==> config.mk <==
export PLATFORM = sky130hd
export DESIGN_NAME = mem_read_arbiter_flat
export DESIGN_NICKNAME = d
export VERILOG_FILES = /design/src/rtl/mem_read_arbiter_if.sv /design/src/rtl/mem_read_arbiter.sv /design/src/flat_wrapper.sv
export SDC_FILE = /design/constraint.sdc
export NUM_CORES = 1
export LEC_CHECK = 0
export CORE_AREA = 5 5 99 101
export CTS_BUF_LIST = sky130_fd_sc_hd__clkbuf_8
export CTS_CLUSTER_SIZE = 24
export DETAILED_ROUTE_END_ITERATION = 10
export DIE_AREA = 0 0 104 106
export PLACE_DENSITY = 0.92
export SLEW_MARGIN = 20
export SYNTH_ARGS = -nofsm -noshare
export SYNTH_HDL_FRONTEND = slang
export SYNTH_SLANG_ARGS = --single-unit
==> constraint.sdc <==
create_clock -name clk -period 6.4 [get_ports clk]
set_input_delay 1.92 -clock clk [delete_from_list [all_inputs] [get_ports clk]]
set_output_delay 1.92 -clock clk [all_outputs]
set_load 0.1 [all_outputs]
==> src/rtl/mem_read_arbiter_if.sv <==
// Bundles the two client read ports and the shared memory master port of mem_read_arbiter.
// The arbiter connects through the slave modport; the environment around it uses the master modport.
interface mem_read_arbiter_if #(
    parameter int ADDR_W = 20,
    parameter int DATA_W = 32
);
    logic [ADDR_W-1:0]   a_address;
    logic                a_read;
    logic [DATA_W-1:0]   a_readdata;
    logic                a_waitrequest;
    logic [ADDR_W-1:0]   b_address;
    logic                b_read;
    logic [DATA_W-1:0]   b_readdata;
    logic                b_waitrequest;
    logic [ADDR_W-1:0]   master_address;
    logic                master_read;
    logic [DATA_W/8-1:0] master_byteenable;
    logic [DATA_W-1:0]   master_readdata;
    logic                master_waitrequest;
    logic                err_timeout;

    modport slave (
        input  a_address, a_read, b_address, b_read,
        input  master_readdata, master_waitrequest,
        output a_readdata, a_waitrequest, b_readdata, b_waitrequest,
        output master_address, master_read, master_byteenable, err_timeout
    );

    modport master (
        output a_address, a_read, b_address, b_read,
        output master_readdata, master_waitrequest,
        input  a_readdata, a_waitrequest, b_readdata, b_waitrequest,
        input  master_address, master_read, master_byteenable, err_timeout
    );
endinterface

==> src/rtl/mem_read_arbiter.sv <==
// Round-robin arbiter serialising single-word reads from two Avalon-MM clients onto one read master.
// Optional BUSY watchdog enabled by defining ARB_TIMEOUT_EN.
module mem_read_arbiter #(
    parameter int ADDR_W         = 20,
    parameter int DATA_W         = 32,
    parameter int TIMEOUT_CYCLES = 255
) (
    input  logic              clk,
    input  logic              reset,
    mem_read_arbiter_if.slave bus,
    output logic [1:0]        o_dbg_state
);
    localparam int BE_W = DATA_W / 8;

    typedef enum logic [1:0] {
        S_IDLE = 2'd0,
        S_BUSY = 2'd1,
        S_DONE = 2'd2
    } state_t;

    // Handshake: a client holds read and address until it sees its waitrequest low for one
    // cycle (DONE); readdata is valid in that cycle. The master side holds address/read
    // until a cycle with master_waitrequest low, whose master_readdata is captured.
    state_t            r_state;
    logic              r_grant;       // 1 = client B
    logic              r_last_grant;  // 1 = client B
    logic [ADDR_W-1:0] r_m_addr;
    logic              r_m_read;
    logic [DATA_W-1:0] r_a_data;
    logic [DATA_W-1:0] r_b_data;
    logic              r_a_wait;
    logic              r_b_wait;

    logic w_pick_b;
    logic w_timeout;

    // On a tie the client that did not win last time is served.
    assign w_pick_b = bus.b_read & (~bus.a_read | ~r_last_grant);

`ifdef ARB_TIMEOUT_EN
    localparam int CNT_W = ($clog2(TIMEOUT_CYCLES + 1) > 8) ? $clog2(TIMEOUT_CYCLES + 1) : 8;
    localparam logic [CNT_W-1:0] LIMIT = CNT_W'(TIMEOUT_CYCLES - 1);

    logic [CNT_W-1:0] r_cnt;
    logic             r_err;

    always_ff @(posedge clk or posedge reset) begin
        if (reset) begin
            r_cnt <= '0;
            r_err <= 1'b0;
        end else begin
            if (r_state != S_BUSY) begin
                r_cnt <= '0;
            end else if (bus.master_waitrequest) begin
                r_cnt <= r_cnt + 1'b1;
            end
            if (w_timeout) begin
                r_err <= 1'b1;
            end
        end
    end

    // Fires on the stalled BUSY cycle that would be the TIMEOUT_CYCLES-th one.
    assign w_timeout       = (r_state == S_BUSY) && bus.master_waitrequest && (r_cnt == LIMIT);
    assign bus.err_timeout = r_err;
`else
    localparam int unused_timeout_cycles = TIMEOUT_CYCLES;

    assign w_timeout       = 1'b0;
    assign bus.err_timeout = 1'b0;
`endif

    always_ff @(posedge clk or posedge reset) begin
        if (reset) begin
            r_state      <= S_IDLE;
            r_grant      <= 1'b0;
            r_last_grant <= 1'b1;
            r_m_addr     <= '0;
            r_m_read     <= 1'b0;
            r_a_data     <= '0;
            r_b_data     <= '0;
            r_a_wait     <= 1'b1;
            r_b_wait     <= 1'b1;
        end else begin
            case (r_state)
                S_IDLE: begin
                    if (bus.a_read || bus.b_read) begin
                        r_grant  <= w_pick_b;
                        r_m_addr <= w_pick_b ? bus.b_address : bus.a_address;
                        r_m_read <= 1'b1;
                        r_state  <= S_BUSY;
                    end
                end
                S_BUSY: begin
                    if (!bus.master_waitrequest) begin
                        if (r_grant) begin
                            r_b_data <= bus.master_readdata;
                            r_b_wait <= 1'b0;
                        end else begin
                            r_a_data <= bus.master_readdata;
                            r_a_wait <= 1'b0;
                        end
                        r_m_read <= 1'b0;
                        r_state  <= S_DONE;
                    end else if (w_timeout) begin
                        if (r_grant) begin
                            r_b_data <= '1;
                            r_b_wait <= 1'b0;
                        end else begin
                            r_a_data <= '1;
                            r_a_wait <= 1'b0;
                        end
                        r_m_read <= 1'b0;
                        r_state  <= S_DONE;
                    end
                end
                S_DONE: begin
                    r_a_wait     <= 1'b1;
                    r_b_wait     <= 1'b1;
                    r_last_grant <= r_grant;
                    r_state      <= S_IDLE;
                end
                default: begin
                    r_state <= S_IDLE;
                end
            endcase
        end
    end

    assign bus.master_address    = r_m_addr;
    assign bus.master_read       = r_m_read;
    assign bus.master_byteenable = {BE_W{1'b1}};
    assign bus.a_readdata        = r_a_data;
    assign bus.b_readdata        = r_b_data;
    assign bus.a_waitrequest     = r_a_wait;
    assign bus.b_waitrequest     = r_b_wait;
    assign o_dbg_state           = r_state;
endmodule

==> src/flat_wrapper.sv <==
// flat-port wrapper written by rule: the top's interface ports become plain ports
module mem_read_arbiter_flat 
#(
    parameter int ADDR_W         = 20,
    parameter int DATA_W         = 32,
    parameter int TIMEOUT_CYCLES = 255
)
  (clk, reset, o_dbg_state, bus_a_address, bus_a_read, bus_b_address, bus_b_read, bus_master_readdata, bus_master_waitrequest, bus_a_readdata, bus_a_waitrequest, bus_b_readdata, bus_b_waitrequest, bus_master_address, bus_master_read, bus_master_byteenable, bus_err_timeout);
  mem_read_arbiter_if #(.ADDR_W(ADDR_W), .DATA_W(DATA_W)) bus_i ();
  input  logic clk;
  input  logic reset;
  output logic [1:0] o_dbg_state;
  input wire logic [$bits(bus_i.a_address)-1:0] bus_a_address;
  input wire logic [$bits(bus_i.a_read)-1:0] bus_a_read;
  input wire logic [$bits(bus_i.b_address)-1:0] bus_b_address;
  input wire logic [$bits(bus_i.b_read)-1:0] bus_b_read;
  input wire logic [$bits(bus_i.master_readdata)-1:0] bus_master_readdata;
  input wire logic [$bits(bus_i.master_waitrequest)-1:0] bus_master_waitrequest;
  output wire logic [$bits(bus_i.a_readdata)-1:0] bus_a_readdata;
  output wire logic [$bits(bus_i.a_waitrequest)-1:0] bus_a_waitrequest;
  output wire logic [$bits(bus_i.b_readdata)-1:0] bus_b_readdata;
  output wire logic [$bits(bus_i.b_waitrequest)-1:0] bus_b_waitrequest;
  output wire logic [$bits(bus_i.master_address)-1:0] bus_master_address;
  output wire logic [$bits(bus_i.master_read)-1:0] bus_master_read;
  output wire logic [$bits(bus_i.master_byteenable)-1:0] bus_master_byteenable;
  output wire logic [$bits(bus_i.err_timeout)-1:0] bus_err_timeout;
  assign bus_i.a_address = bus_a_address;
  assign bus_i.a_read = bus_a_read;
  assign bus_i.b_address = bus_b_address;
  assign bus_i.b_read = bus_b_read;
  assign bus_i.master_readdata = bus_master_readdata;
  assign bus_i.master_waitrequest = bus_master_waitrequest;
  assign bus_a_readdata = bus_i.a_readdata;
  assign bus_a_waitrequest = bus_i.a_waitrequest;
  assign bus_b_readdata = bus_i.b_readdata;
  assign bus_b_waitrequest = bus_i.b_waitrequest;
  assign bus_master_address = bus_i.master_address;
  assign bus_master_read = bus_i.master_read;
  assign bus_master_byteenable = bus_i.master_byteenable;
  assign bus_err_timeout = bus_i.err_timeout;
  mem_read_arbiter #(.ADDR_W(ADDR_W), .DATA_W(DATA_W), .TIMEOUT_CYCLES(TIMEOUT_CYCLES)) u_core (.clk(clk), .reset(reset), .bus(bus_i), .o_dbg_state(o_dbg_state));
endmodule
# Word-level counts from Yosys, hierarchy flattened
# Index checks and enable logic that the tools add are counted.
totals:
  inputBits: 77
  reg_bits: 91
op_classes:
  bitwise: 6
  n_reduce_logical: 11
  n_eq_ne: 6
  n_mux: 13
op_table:
  columns: ["operator", "n"]
  rows:
  - ["20-bit 2-to-1 mux", 1]
  - ["3-bit AND reduction", 5]
  - ["1-bit 2-to-1 mux", 6]
  - ["1-bit one-hot mux with 2 select lines", 3]
  - ["2-bit 2-to-1 mux", 2]
  - ["2-bit by 1-bit != test with 1-bit output, second input constant", 2]
  - ["2-bit != test, second input constant", 2]
  - ["1-bit NOT", 4]
  - ["2-bit one-hot mux with 2 select lines", 1]
  - ["2-bit AND reduction", 2]
  - ["2-bit nonzero test", 2]
  - ["2-bit by 1-bit == test with 1-bit output, second input constant", 1]
  - ["2-bit == test, second input constant", 1]
  - ["2-bit logical NOT", 1]
  - ["1-bit bitwise AND", 1]
  - ["1-bit logical OR", 1]
  - ["1-bit bitwise OR", 1]

# Longest topological paths before layout
# Gate-level depths: netlist of run 1.
depth:
  ltp_word: 4
  ltp_mapped: 4

# Worst setup path before layout of run 1
# OpenSTA, ideal clock, no wires.
synth_path:
  kind: "input to register"
  startpoint: "in bus_master_waitrequest"
  endpoint: "reg u_core.r_a_data[0], in the netlist u_core.bus.a_readdata[0]"
  path_stages: 4
  path_buffers: 1
  t_arrival_ps: 2980
  setup_time_ps: 126
  slack_ps: 3293
  path_cell_list: "or3b_4 nor2_8 buf_12 mux2_4"
synth_via:
  elab_chain_cells: 2
synth_lines:
  columns: ["item", "line_no", "text"]
  rows:
  - ["from (decl)", "flat_wrapper.sv:18", "input wire logic [$bits(bus_i.master_waitrequest)-1:0] bus_master_waitrequest;"]
  - ["1-bit NOT (no line)", null, null]
  - ["3-bit AND reduction (no line)", null, null]
  - ["to (signal assigned)", "mem_read_arbiter.sv:100", "r_a_data <= bus.master_readdata;"]
  - ["to (decl)", "mem_read_arbiter.sv:29", "logic [DATA_W-1:0] r_a_data;"]
# No other way between the ends.
# A chain may end at the register's enable or synchronous reset.

# Worst setup path after layout of run 1
layout_path:
  startpoint: "reg u_core.r_a_wait, in the netlist u_core.bus.a_waitrequest"
  endpoint: "out bus_a_waitrequest"
layout_rtl:
  columns: ["item", "line_no", "text"]
  rows:
  - ["from (decl)", "mem_read_arbiter.sv:31", "logic r_a_wait;"]
  - ["from (signal assigned)", "mem_read_arbiter.sv:82", "r_a_wait <= 1'b1;"]
  - ["from (signal assigned)", "mem_read_arbiter.sv:101", "r_a_wait <= 1'b0;"]
  - ["from (signal assigned)", "mem_read_arbiter.sv:111", "r_a_wait <= 1'b0;"]
  - ["to (decl)", "flat_wrapper.sv:20", "output wire logic [$bits(bus_i.a_waitrequest)-1:0] bus_a_waitrequest;"]
# No word-level cell between the ends.

==> flow_summary.rst, run 1 <==
.. list-table::
   :header-rows: 1

   * - Metric
     - Value
   * - Max_slew headroom
     - 32.1%
   * - Yosys top cell area share
     - 54.9%
   * - Worst Path Buf+Inv
     - 1
   * - Number of antenna diodes
     - 0
   * - Crit end category
     - output port
   * - PostCTS Resize Cnt
     - 0
   * - Series of cell instances along the critical path
     - clkdlybuf4s50_1
   * - Top Family by Delay on Critical Path
     - buffers and inverters
   * - Non-filler instance count after layout
     - ~510
   * - Crit path time final
     - roughly 3.9 ns
   * - Post-route fraction of the period consumed by the critical path
     - about three fifths
   * - Drc violations
     - 0
   * - Most common cell after layout, fill and taps aside
     - clkdlybuf4s50_1
   * - Setup_tns
     - 0 ns
   * - Fraction of layout cells with a size suffix above 1
     - between 30% and 40%
   * - F_max
     - 0.254 GHz
   * - Primary flip-flop cell chosen by synthesis mapping
     - dfrtp_1
   * - Vias/cell
     - slightly below 5
   * - Number of synthesized register bits
     - slightly above 90
   * - Overall Global Routing Usage
     - approximately 17%
   * - Worst EP required
     - around 4.5 ns
   * - Standard cell with the maximum stage delay on the critical path
     - clkdlybuf4s50_1
   * - Final count of hold timing violations
     - 0
   * - Placer Congestion
     - between 0.7 and 0.8
   * - Clock insertion delay at the later pin of the skew report
     - about 0.34 ns
   * - Commonest non-fill, non-tap cells in the layout
     - 165 x clkdlybuf4s50_1, 88 x dfrtp_1, 60 x mux2_4
   * - Setup fix buffers added after clock tree synthesis
     - 0
   * - Half-perimeter wire length after detailed placement
     - 7.10 mm
   * - Remaining number of nets flagged by the antenna check after routing
     - 0
   * - Antenna violations before repair
     - 0
   * - Root cell of the clock tree
     - clkbuf_8
   * - Worst-case clock buffer depth
     - 2
   * - Element type at the critical path start
     - flip-flop
   * - Result of the run
     - completed
   * - Via count of the first global-routing pass
     - slightly below 3000
   * - Post-CTS Hold Fix Bufs
     - 0
   * - Number of nets in the final layout
     - roughly 480
   * - Delay of the slowest cell on the worst path
     - around 1.2 ns
   * - WL final
     - approximately 9.5 mm
   * - Synthesized-area fraction occupied by adder cells
     - 0%
   * - Post-synth top area cell
     - dfrtp_1
   * - Simple-gate share of the synthesized area
     - under 10%
   * - H-tree levels
     - 3
   * - Area growth from synthesis to layout
     - 45.9%
   * - GRT Residual Overflow
     - 0
   * - Std cell rows
     - 35
   * - Combined area of all synthesized cells
     - between 4000 and 5000 um2
   * - I/O pin cnt
     - 171
   * - Post-CTS clock slew at the launch and capture registers of the worst setup and hold paths
     - 0.09 ns
   * - Number of cells on the critical path
     - 1
   * - Detailed-route wire length per cell
     - between 15 and 20 um
   * - Sequential area share after synthesis
     - a little under three fifths
   * - Wire length of the first global-routing pass
     - 15.2 mm
   * - Initial detailed-routing violation count
     - 40
   * - Area enclosed by the die boundary
     - approximately 11000 um2
   * - Starting density of the core
     - roughly 45%
   * - Number of stages on the worst hold path
     - 2
   * - Unrepaired setup endpoints after global routing
     - no
   * - Overall die width
     - ~100 um
   * - Critical path class
     - reg2out
   * - Endpoint arrival time on the critical path
     - ~2 ns
   * - Number of enable-type register cells in the synthesized netlist
     - 0
   * - Top cells by area in the synthesized netlist
     - dfrtp_1 55%, mux2_4 22%, mux2_2 12%
   * - Vias post-DR
     - between 2000 and 2500
   * - Total number of clock tree sinks
     - between 90 and 100
   * - Die Y
     - about 110 um
   * - Synth Instances
     - between 200 and 250
   * - Number of cells on the worst reg-to-reg path
     - 3
   * - Total count of max-transition violations in the final report
     - 0
   * - CORE AREA
     - ~8900 um2
   * - Setup Viol. Count Final
     - 0
   * - Max capacitance violation total
     - 0
   * - Largest family of logic cells by synthesized area
     - multiplexers
   * - Maximum number of pins on one net before global-route repair
     - 51
   * - Slew at the pin closest to its max-slew limit
     - roughly 1.0 ns
   * - CP max FO
     - 2
   * - Post-Route Skew
     - between 0.01 and 0.015 ns
   * - Post-synthesis average cell area
     - 17.3 um2
   * - Synth Area in Compound Gates
     - about 1.0%
   * - Count of input and output buffers
     - around 170
   * - Number of detailed-route iterations in the first pass
     - 4
   * - Fraction of synthesized area in multiplexers
     - between 30% and 40%
   * - Distinct cells, synth
     - 20
   * - Worst Hold Class
     - reg2reg
   * - Yosys synthesis warning count
     - 0
   * - Xor/xnor cell area share of the yosys netlist
     - 0%
   * - Post-placement cell count
     - roughly 500
   * - Fraction of synthesis flops using an asynchronous set or reset pin
     - 100%
   * - Clock tree from TritonCTS
     - done
   * - CTS Buf Count
     - 9
final timing paths:
| path | start | end | slack [ns] |
|---|---|---|---|
| min in group asynchronous | reset | u_core.bus.master_address[1] | 1.98 |
| hold reg to reg | u_core.bus.a_waitrequest | u_core.bus.a_waitrequest | 0.49 |
| max in group asynchronous | reset | u_core.bus.b_readdata[14] | 3.32 |
| setup / recovery | u_core.bus.a_waitrequest | bus_a_waitrequest | 2.46 |
| setup reg to reg | u_core.o_dbg_state[1] | u_core.bus.a_readdata[4] | 4.26 |
| hold / removal | u_core.bus.a_waitrequest | u_core.bus.a_waitrequest | 0.49 |
routing by layer:
metal | track usage, % | share of wire [%]
met4 | 5.37 | 1.5
met1 | 20.3 | 41
met5 | 0 | 0
met2 | 29.9 | 52
met3 | 4.86 | 6.0
stage by stage:
step | setup slack [ns] | cell area [um2] | hold WS, ns | util, %
CTS | 2.44 | 5850 | 0.498 | 65.5
floorplan | 2.12 | 4020 | 0.459 | -
global route | 2.40 | 5850 | 0.512 | 65.5
finish | 2.46 | 5850 | 0.495 | 65.5
global placement | 2.42 | 5650 | 0.468 | 63.3
detailed placement | 2.38 | 5650 | 0.479 | 63.3
kinds of logic (layout without fill, tap and decap cells):
kind of cell	Yosys count	in the layout
AOI/OAI and AO/OA	6	6
buffers and inverters	19	187
DFF	91	91
muxes	105	105
other	2	5
and+or+nand+nor	9	9
synth_stat cells (2+ instances only):
cell,number
buf_12,6
buf_2,2
buf_4,7
conb_1,2
dfrtp_1,88
dfstp_2,3
inv_1,4
mux2_2,44
mux2_4,60
nand2_1,3
nor2_8,2
o21ai_0,3
registers in the layout (all words and copies together), names as in the netlist:
register / count
u_core.o_dbg_state: 2
u_core.bus.a_waitrequest: 1
u_core.r_grant: 1
u_core.r_last_grant: 1
u_core.bus.master_read: 1
u_core.bus.b_readdata: 32
u_core.bus.b_waitrequest: 1
u_core.bus.master_address: 20
u_core.bus.a_readdata: 32
area by class of cell:
class | count | area, um2
Timing Repair Buffer | 167 | 1670
Multi-Input combinational cell | 125 | 1550
Clock inverter | 6 | 63.8
Sequential cell | 91 | 2280
Clock buffer | 10 | 138
Tap cell | 111 | 139
Fill cell | 682 | 3080
Inverter | 4 | 16.3
Power of run 1 is not shown: default switching activity piles up to over one toggle a cycle in this logic, so the estimate is an artifact.
==> inputs of run 2 (changes only) <==
--- a/config.mk
+++ b/config.mk
@@ -5,12 +5,12 @@
 export SDC_FILE = /design/constraint.sdc
 export NUM_CORES = 1
 export LEC_CHECK = 0
-export CORE_AREA = 5 5 99 101
+export CORE_AREA = 5 5 102 104
 export CTS_BUF_LIST = sky130_fd_sc_hd__clkbuf_8
 export CTS_CLUSTER_SIZE = 24
 export DETAILED_ROUTE_END_ITERATION = 10
-export DIE_AREA = 0 0 104 106
-export PLACE_DENSITY = 0.92
+export DIE_AREA = 0 0 107 109
+export PLACE_DENSITY = 0.87
 export SLEW_MARGIN = 20
 export SYNTH_ARGS = -nofsm -noshare
 export SYNTH_HDL_FRONTEND = slang
==> constraint.sdc (replaced) <==
create_clock -name clk -period 3.8 [get_ports clk]
set_input_delay 1.14 -clock clk [delete_from_list [all_inputs] [get_ports clk]]
set_output_delay 1.14 -clock clk [all_outputs]
set_load 0.1 [all_outputs]
==> flow_summary.rst, run 2 (synthesis results as in run 1) <==
.. list-table::
   :header-rows: 1

   * - Metric
     - Value
   * - Critical path endpoint
     - u_core.bus.b_readdata[10]
   * - Antenna violations before repair
     - 0 (unchanged)
   * - Post-CTS clock slew at the launch and capture registers of the worst setup and hold paths
     - 0.10 ns (about the same)
   * - Met3 wire length
     - 577 um (+1.1%)
   * - Die Y
     - 109 um (+2.8%)
   * - Non-Filler Cell Area, Final
     - 5690 um2 (-2.8%)
   * - Worst-case clock buffer depth
     - 2 (unchanged)
   * - Vias/cell
     - 4.79 (-1.3%)
   * - H-tree levels
     - 3 (unchanged)
   * - Element type at the critical path start
     - primary input
   * - Launching instance or port of the critical path
     - bus_master_waitrequest
   * - Overall Global Routing Usage
     - 16.0% (-1.0 points)
   * - Overall die width
     - 107 um (+2.9%)
   * - CORE AREA
     - 9460 um2 (+5.9%)
   * - Initial detailed-routing violation count
     - 64 (+60%)
   * - Final count of hold timing violations
     - 0 (unchanged)
   * - Final worst setup slack
     - 1.08 ns (-1.38 ns)
   * - Clock tree from TritonCTS
     - done
   * - Setup fix buffers added after clock tree synthesis
     - 0 (unchanged)
   * - Half-perimeter wire length after detailed placement
     - 6.92 mm (-2.6%)
   * - Max capacitance violation total
     - 0 (unchanged)
   * - Post-CTS Hold Fix Bufs
     - 0 (unchanged)
   * - Total count of max-transition violations in the final report
     - 0 (unchanged)
   * - WL final
     - 9.13 mm (-4.1%)
   * - Starting density of the core
     - 42.4% (-2.5 points)
   * - CP max FO
     - 18 (+16)
   * - Worst Hold Class
     - reg2reg
   * - Total length of routed met2 wires
     - 4.64 mm (-5.7%)
   * - Remaining number of nets flagged by the antenna check after routing
     - 0 (unchanged)
   * - Vias post-DR
     - 2487 (-0.36%)
   * - Terminus of the critical flop-to-flop path
     - u_core.bus.b_readdata[10]
   * - Setup Viol. Count Final
     - 0 (unchanged)
   * - Drc violations
     - 0 (unchanged)
   * - Standard cell with the maximum stage delay on the critical path
     - or3b_4
   * - Commonest non-fill, non-tap cells in the layout
     - 89 x buf_4, 88 x dfrtp_1, 76 x clkdlybuf4s50_1
   * - Std cell rows
     - 36 (+2.9%)
   * - Total number of clock tree sinks
     - 91 (unchanged)
   * - Wire length of the first global-routing pass
     - 14.4 mm (-5.3%)
   * - I/O pin cnt
     - 171 (unchanged)
   * - Maximum number of pins on one net before global-route repair
     - 55 (+7.8%)
   * - Via count of the first global-routing pass
     - 2749 (-5.6%)
   * - Highest signal layer in the routed design
     - met4
   * - Number of antenna diodes
     - 0 (unchanged)
   * - Post-route fraction of the period consumed by the critical path
     - between 70% and 80%
   * - PostCTS Resize Cnt
     - 0 (unchanged)
   * - Setup_tns
     - 0 ns (unchanged)
   * - Fraction of layout cells with a size suffix above 1
     - 55.1% (+23 points)
   * - Clock insertion delay at the later pin of the skew report
     - 0.36 ns (+0.02 ns)
   * - Number of detailed-route iterations in the first pass
     - 4 (unchanged)
   * - Number of nets in the final layout
     - 477 (+0.42%)
   * - Max_slew headroom
     - 55.1% (+23 points)
   * - Result of the run
     - completed
   * - Most common cell after layout, fill and taps aside
     - buf_4
   * - F_max
     - 0.368 GHz
   * - Startpoint of the most critical register-to-register path
     - u_core.o_dbg_state[1]
   * - Delay of the slowest cell on the worst path
     - 0.47 ns (-0.68 ns)
   * - Critical path class
     - in2reg
   * - Crit end category
     - flip-flop
   * - Series of cell instances along the critical path
     - clkdlybuf4s50_1 -> or3b_4 -> nor2_8 -> buf_12 -> mux2_4
   * - Post-Route Skew
     - 0.0105 ns (-0.000593 ns)
   * - Placed inst area
     - 5500 um2 (-2.7%)
   * - Number of cells on the worst reg-to-reg path
     - 4 (+1)
   * - Count of input and output buffers
     - 165 (unchanged)
   * - Unrepaired setup endpoints after global routing
     - no
   * - Worst reg2reg setup slack
     - 1.83 ns (-2.43 ns)
   * - GRT Residual Overflow
     - 0 (unchanged)
   * - Endpoint arrival time on the critical path
     - 2.96 ns (+0.94 ns)
   * - Detailed-route wire length per cell
     - 17.6 um (-5.0%)
   * - Crit path time final
     - roughly 2.7 ns
   * - Area growth from synthesis to layout
     - 41.9%
   * - Slew at the pin closest to its max-slew limit
     - 0.670 ns (-0.345 ns)
   * - Area enclosed by the die boundary
     - 11700 um2 (+5.8%)
   * - Detailed-routing wirelength on met1
     - 3.77 mm (-3.0%)
   * - Placer Congestion
     - 0.747 (+1.5%)
   * - Root cell of the clock tree
     - clkbuf_8
   * - CTS Buf Count
     - 9 (unchanged)
   * - Pre-CTS worst setup slack
     - 0.711 ns (-1.67 ns)
   * - Worst EP required
     - 4.04 ns (-0.44 ns)
-- run 2: cell types whose count changed in the layout (fill, tap and decap cells not counted), sizes merged --
cell,before,now
buf,2,93
inv,6,7
clkinvlp,1,0
clkdlybuf4s50,165,76
bufinv,1,0
clkinv,2,4
clkbuf,10,9
-- run 2: critical path, delay by kind of cell --
kind / cells / cell delay [ns]
buffers and inverters: 2 / 0.68
muxes: 1 / 0.31
and+or+nand+nor: 2 / 0.81
-- run 2: how the worst min path moves through the flow --
stage | to | cells after the start | from | slack [ns]
2_1_floorplan | u_core.r_last_grant | 2 | u_core.r_last_grant | 0.46
3_3_place_gp | u_core.bus.b_waitrequest | 2 | u_core.bus.b_waitrequest | 0.46
3_5_place_dp | u_core.bus.b_waitrequest | 2 | u_core.bus.b_waitrequest | 0.48
4_1_cts | u_core.bus.b_waitrequest | 2 | u_core.bus.b_waitrequest | 0.49
5_1_grt | u_core.r_last_grant | 2 | u_core.r_last_grant | 0.51
6_report | u_core.bus.b_waitrequest | 2 | u_core.bus.b_waitrequest | 0.49
-- run 2: layout make-up --
| type | instances | area, um2 |
|---|---|---|
| repair buffers | 169 | 1510 |
| fillers | 712 | 3770 |
| multi-input cells | 125 | 1550 |
| well taps | 114 | 143 |
| clock buffers | 9 | 124 |
| inverters | 4 | 16.3 |
| clock inverters | 7 | 68.8 |
| flip-flops and latches | 91 | 2280 |
-- run 2: routing by layer --
metal | up-vias | track usage [%]
li1 | 1140 | -
met1 | 1247 | 19.9
met2 | 87 | 27.1
met3 | 13 | 4.32
met4 | 0 | 5.75
met5 | - | 0
-- run 2: per-stage QoR --
stage / hold slack, ns / std cells / utilization [%]
floorplan: 0.459 / 235 / -
global placement: 0.464 / 503 / 58.1
detailed placement: 0.478 / 503 / 58.1
CTS: 0.491 / 519 / 60.2
global route: 0.509 / 519 / 60.2
finish: 0.490 / 519 / 60.2
Power of run 2 is left out for the same reason.
==> RTL edit 1, RTL diff (settings of run 1) <==
Build with the macro `ARB_TIMEOUT_EN` defined.
--- a/src/rtl/mem_read_arbiter.sv
+++ b/src/rtl/mem_read_arbiter.sv
@@ -1,5 +1,7 @@
 // Round-robin arbiter serialising single-word reads from two Avalon-MM clients onto one read master.
 // Optional BUSY watchdog enabled by defining ARB_TIMEOUT_EN.
+`define ARB_TIMEOUT_EN
+
 module mem_read_arbiter #(
     parameter int ADDR_W         = 20,
     parameter int DATA_W         = 32,
Behaviour: same outputs for any inputs over 4 cycles, from zero or initial values and one cycle with reset high; that may be too few to reach the edited logic, so the function may still have changed.
==> RTL edit 1 against run 1 <==
Sequential cell count rose by 9. Fmax fell by 0.95%. Count of clock-buffer cells in the layout did not move. Synthesized area rose by 14%. Worst hold slack got worse by 7.9 ps. Cell count rose by 42%. Non-clock buffer count rose by 6. Synthesized cell count rose by 99%. Final area rose by 10%. Routed wire length rose by 34%. Setup slack got worse by 38 ps.
Power is left out: the tool's default activity adds up to more than one toggle a clock period on the data nets, which glitch-free logic cannot reach.
==> RTL edit 1: results (changes against run 1) <==
Mean Syn Cell Area 9.888 sq um (-43%); register area share after synthesis 0.5486 (-0.02000); Placed Cells incl. Taps 715 (+44%); vias in the first global route 4207 (+45%); routed vias 4135 (+66%); r2r worst-path depth 6 (+3); drt initial violations 213 (+430%); GR Util met1 0.2926 (+0.08919); RePlAce Congestion 0.8037 (+9.3%); DR WL/cell 17.50 microns (-5.5%); cell family with most CP delay buffers and inverters; met3 WL 1246 microns (+120%); Total GRT Usage 0.2293 (+0.05840); critical path peak fanout 3 (+1); relative slew slack 0.3127 (-0.008731); Post-CTS Setup Inserts 0 (unchanged); first-pass GRT wire length 21010 microns (+38%); main flop type after synthesis dfrtp_1; met2 GRT Util 0.3643 (+0.06512); top post-synthesis cells by area dfrtp_1 53%, o22ai_1 8.5%, a21oi_1 7.3%, inv_1 5.7%, mux2i_1 4.6%; FFs w/ async S/R, synth 1.000 (unchanged); Final HPWL DP 9217 microns (+30%); wl on met1 5039 microns (+30%); CP Data Arrival Time 2060 ps (+40 ps); PortBufs 166 (+0.61%); largest net degree at the start of global routing 53 (+3.9%); uppermost routed layer met4; Global Route met3 Usage 0.08015 (+0.03157); number of nets in the layout 699 (+47%); Clock Latency Late Sink 360 ps (+20 ps); Worst Skew 18.85 ps (+7.790 ps); status finished, final reports clean; clk slew on worst S/H paths about 100 ps; class of the worst hold path reg2reg; Layout fillers 622 (-8.8%); share of layout cells above drive strength 1 0.05968 (-0.2654); Yosys cell types 44 (+120%); Non-Filler Instances 731 (+42%); Worst R2R Setup Slack 3850 ps (-410 ps); WL met2 6257 microns (+27%); Synth top cells by count 97 x dfrtp_1, 69 x inv_1, 67 x a21oi_1
## RTL edit 1: cell type report
type	instances	area, sq um	area share
sequential	100	2506	0.3891
timing repair buffer	173	1714	0.2661
multi-input combinational	261	1623	0.2519
inverter	70	265.3	0.04118
tap	111	138.9	0.02156
clock buffer	10	137.6	0.02137
clock inverter	6	56.30	0.008741
## RTL edit 1: path summary, 6_finish.rpt
path | start | end
setup / recovery | u_core.bus.a_waitrequest$_DFFE_PP1P_ | bus_a_waitrequest
hold / removal | u_core.bus.master_address[15]$_DFFE_PP0P_ | u_core.bus.master_address[15]$_DFFE_PP0P_
setup reg to reg | u_core.o_dbg_state[1]$_DFFE_PP0P_ | u_core.bus.a_readdata[31]$_DFFE_PP0P_
hold reg to reg | u_core.bus.master_address[15]$_DFFE_PP0P_ | u_core.bus.master_address[15]$_DFFE_PP0P_
max in group asynchronous | reset | u_core.bus.master_address[17]$_DFFE_PP0P_
min in group asynchronous | reset | u_core.bus.master_address[19]$_DFFE_PP0P_
## RTL edit 1: per-stage QoR
step	hold slack (ps)	instance area (sq um)	worst slack, ps
after floorplan	530.6	4579	1866
after global placement	460.3	6247	2279
after detailed placement	470.2	6247	2193
after CTS	493.6	6441	2400
after global routing	508.7	6441	2376
final	487.0	6441	2420
## RTL edit 1: cell families (layout without fill, tap and decap cells)
| logic type | after synthesis | in the layout | share of synthesized area |
|---|---|---|---|
| simple gates | 54 | 54 | 0.05616 |
| mux | 23 | 23 | 0.05094 |
| buf+inv | 104 | 259 | 0.1016 |
| flops | 100 | 100 | 0.5486 |
| other cells | 1 | 4 | 0.0008209 |
| fa+ha+maj | 7 | 7 | 0.01917 |
| compound gates | 169 | 169 | 0.2150 |
| xor+xnor | 4 | 4 | 0.007671 |
==> RTL edit 2, RTL diff (config.mk and constraints of run 1) <==
Without the edit above. Register the output `o_dbg_state` once more; this adds one clock of latency there. The other outputs are not delayed to match.
--- a/src/rtl/mem_read_arbiter.sv
+++ b/src/rtl/mem_read_arbiter.sv
@@ -134,6 +134,8 @@
     assign bus.b_readdata        = r_b_data;
     assign bus.a_waitrequest     = r_a_wait;
     assign bus.b_waitrequest     = r_b_wait;
-    assign o_dbg_state           = r_state;
+    always_ff @(posedge clk) begin
+        o_dbg_state <= r_state;
+    end
 endmodule
 
Behaviour: not the same (Yosys sat finds a counterexample within 4 cycles, from zero or initial values and one cycle with reset high).
==> RTL edit 2 against run 1 <==
Non-clock buffer count unchanged. Final area increased by 0.58%. Setup slack worse by 9.1 ps. Sequential cell count increased by 2. Synthesized area increased by 1.0%. Worst hold slack worse by 27 ps. Global-route usage is 0.055 points lower. Critical endpoint unchanged. Routed wire length shrank 1.1%.
Power is not shown: default switching activity piles up to over one toggle a cycle in this logic, so the estimate is an artifact.
==> RTL edit 2: results (changes against run 1) <==
Post-CTS Setup Inserts 0 (unchanged); drt initial violations 43 (+7.5%); clk slew on worst S/H paths 90 ps (about the same); critical path peak fanout 2 (unchanged); Total GRT Usage 0.1703 (-0.0005472); R2R Path End u_core.bus.a_readdata[30]$_DFFE_PP0P_; PortBufs 165 (unchanged); largest net degree at the start of global routing 47 (-7.8%); status finished, final reports clean; Worst Skew 11.02 ps (-0.03540 ps); Clock Latency Late Sink about 330 ps; Antenna diodes 0 (unchanged); clock root cell clkbuf_8; Vias/cell 4.806 (-1.0%); class of the worst hold path reg2reg; Hold Path End u_core.o_dbg_state[0]$_DFF_P_; # H-tree levels 3 (unchanged); number of remaining DRC errors 0 (unchanged); Placed Cells incl. Taps 500 (+0.40%); top post-synthesis cells by area dfrtp_1 54%, mux2_4 22%, mux2_2 12%, buf_12 3.0%, dfstp_2 1.9%; main flop type after synthesis dfrtp_1; vias in the first global route 2868 (-1.5%); FFs w/ async S/R, synth 0.9785 (-0.02151); synth warn 0 (unchanged); cell family with most CP delay buffers and inverters; CP max stage cell clkdlybuf4s50_1; post_cts resized 0 (unchanged); r2r worst-path depth 3 (unchanged); Worst R2R Setup Slack 4310 ps (+50 ps); share of layout cells above drive strength 1 0.3259 (+0.0008639); clk buf depth 2 (unchanged); TritonRoute pass-1 iters 3 (-1); first-pass GRT wire length 15190 microns (-0.32%); register area share after synthesis 0.5729 (+0.004263); Crit path largest cell delay 1150 ps (about the same); routed vias 2480 (-0.64%); CTS Buf Count 9 (unchanged); beginning of the worst hold path u_core.r_state[0]$_DFFE_PP0P_; number of nets in the layout 477 (+0.42%); Mean Syn Cell Area 17.31 sq um (+0.13%); RePlAce Congestion 0.7128 (-3.1%); CP Data Arrival Time 2030 ps; Final HPWL DP 7043 microns (-0.80%); relative slew slack 0.3060 (-0.01541); DR WL/cell 18.25 microns (-1.4%); Layout fillers 677 (-0.73%); Yosys cell types 21 (+5.0%); post-layout min period 3951 ps (+9.080 ps); hold depth 0 (-2); reg2reg start u_core.r_state[1]$_DFFE_PP0P_; initial antenna violation count 0 (unchanged); Synth top cells by count 88 x dfrtp_1, 60 x mux2_4, 44 x mux2_2
-- RTL edit 2: changes by cell type after synthesis, sizes merged --
| cell | before | now |
|---|---|---|
| dfxtp | 0 | 2 |
-- RTL edit 2: metal layers --
metal | vias to the layer above | GRT usage | routed length [microns] | share of wire
li1 | 1128 | - | - | -
met1 | 1253 | 0.2052 | 3827 | 0.41
met2 | 88 | 0.2946 | 4814 | 0.51
met3 | 11 | 0.05222 | 649 | 0.069
met4 | 0 | 0.04903 | 127 | 0.013
met5 | - | 0 | 0 | 0
-- RTL edit 2: cell families after synthesis --
group,after synthesis,share of synthesized area
mux,105,0.3471
flops,93,0.5729
buf+inv,19,0.04880
simple gates,9,0.01915
compound gates,6,0.01019
other cells,2,0.001854
-- RTL edit 2: how the worst max path moves through the flow --
stage                                                    start                               endpoint
after floorplan                                          reset   u_core.bus.a_readdata[0]$_DFFE_PP0P_
after global placement                  bus_master_waitrequest  u_core.bus.b_readdata[28]$_DFFE_PP0P_
after detailed placement                bus_master_waitrequest  u_core.bus.b_readdata[29]$_DFFE_PP0P_
after CTS                 u_core.bus.a_waitrequest$_DFFE_PP1P_                      bus_a_waitrequest
after global routing      u_core.bus.a_waitrequest$_DFFE_PP1P_                      bus_a_waitrequest
final                     u_core.bus.a_waitrequest$_DFFE_PP1P_                      bus_a_waitrequest
-- RTL edit 2: final cells by class --
class / count / area, sq um / area share
flip-flops and latches: 93 / 2321 / 0.3943
repair buffers: 167 / 1667 / 0.2831
multi-input cells: 125 / 1549 / 0.2631
clock buffers: 12 / 165.2 / 0.02806
well taps: 111 / 138.9 / 0.02359
clock inverters: 4 / 30.03 / 0.005101
inverters: 4 / 16.27 / 0.002763
-- RTL edit 2: per-stage QoR --
step / setup WS [ps] / hold slack [ps] / instance area, sq um
after CTS: 2414 / 470.5 / 5887
after detailed placement: 2378 / 442.0 / 5692
after floorplan: 2121 / 394.3 / 4063
after global placement: 2430 / 438.2 / 5692
after global routing: 2375 / 497.1 / 5887
final: 2449 / 467.4 / 5887
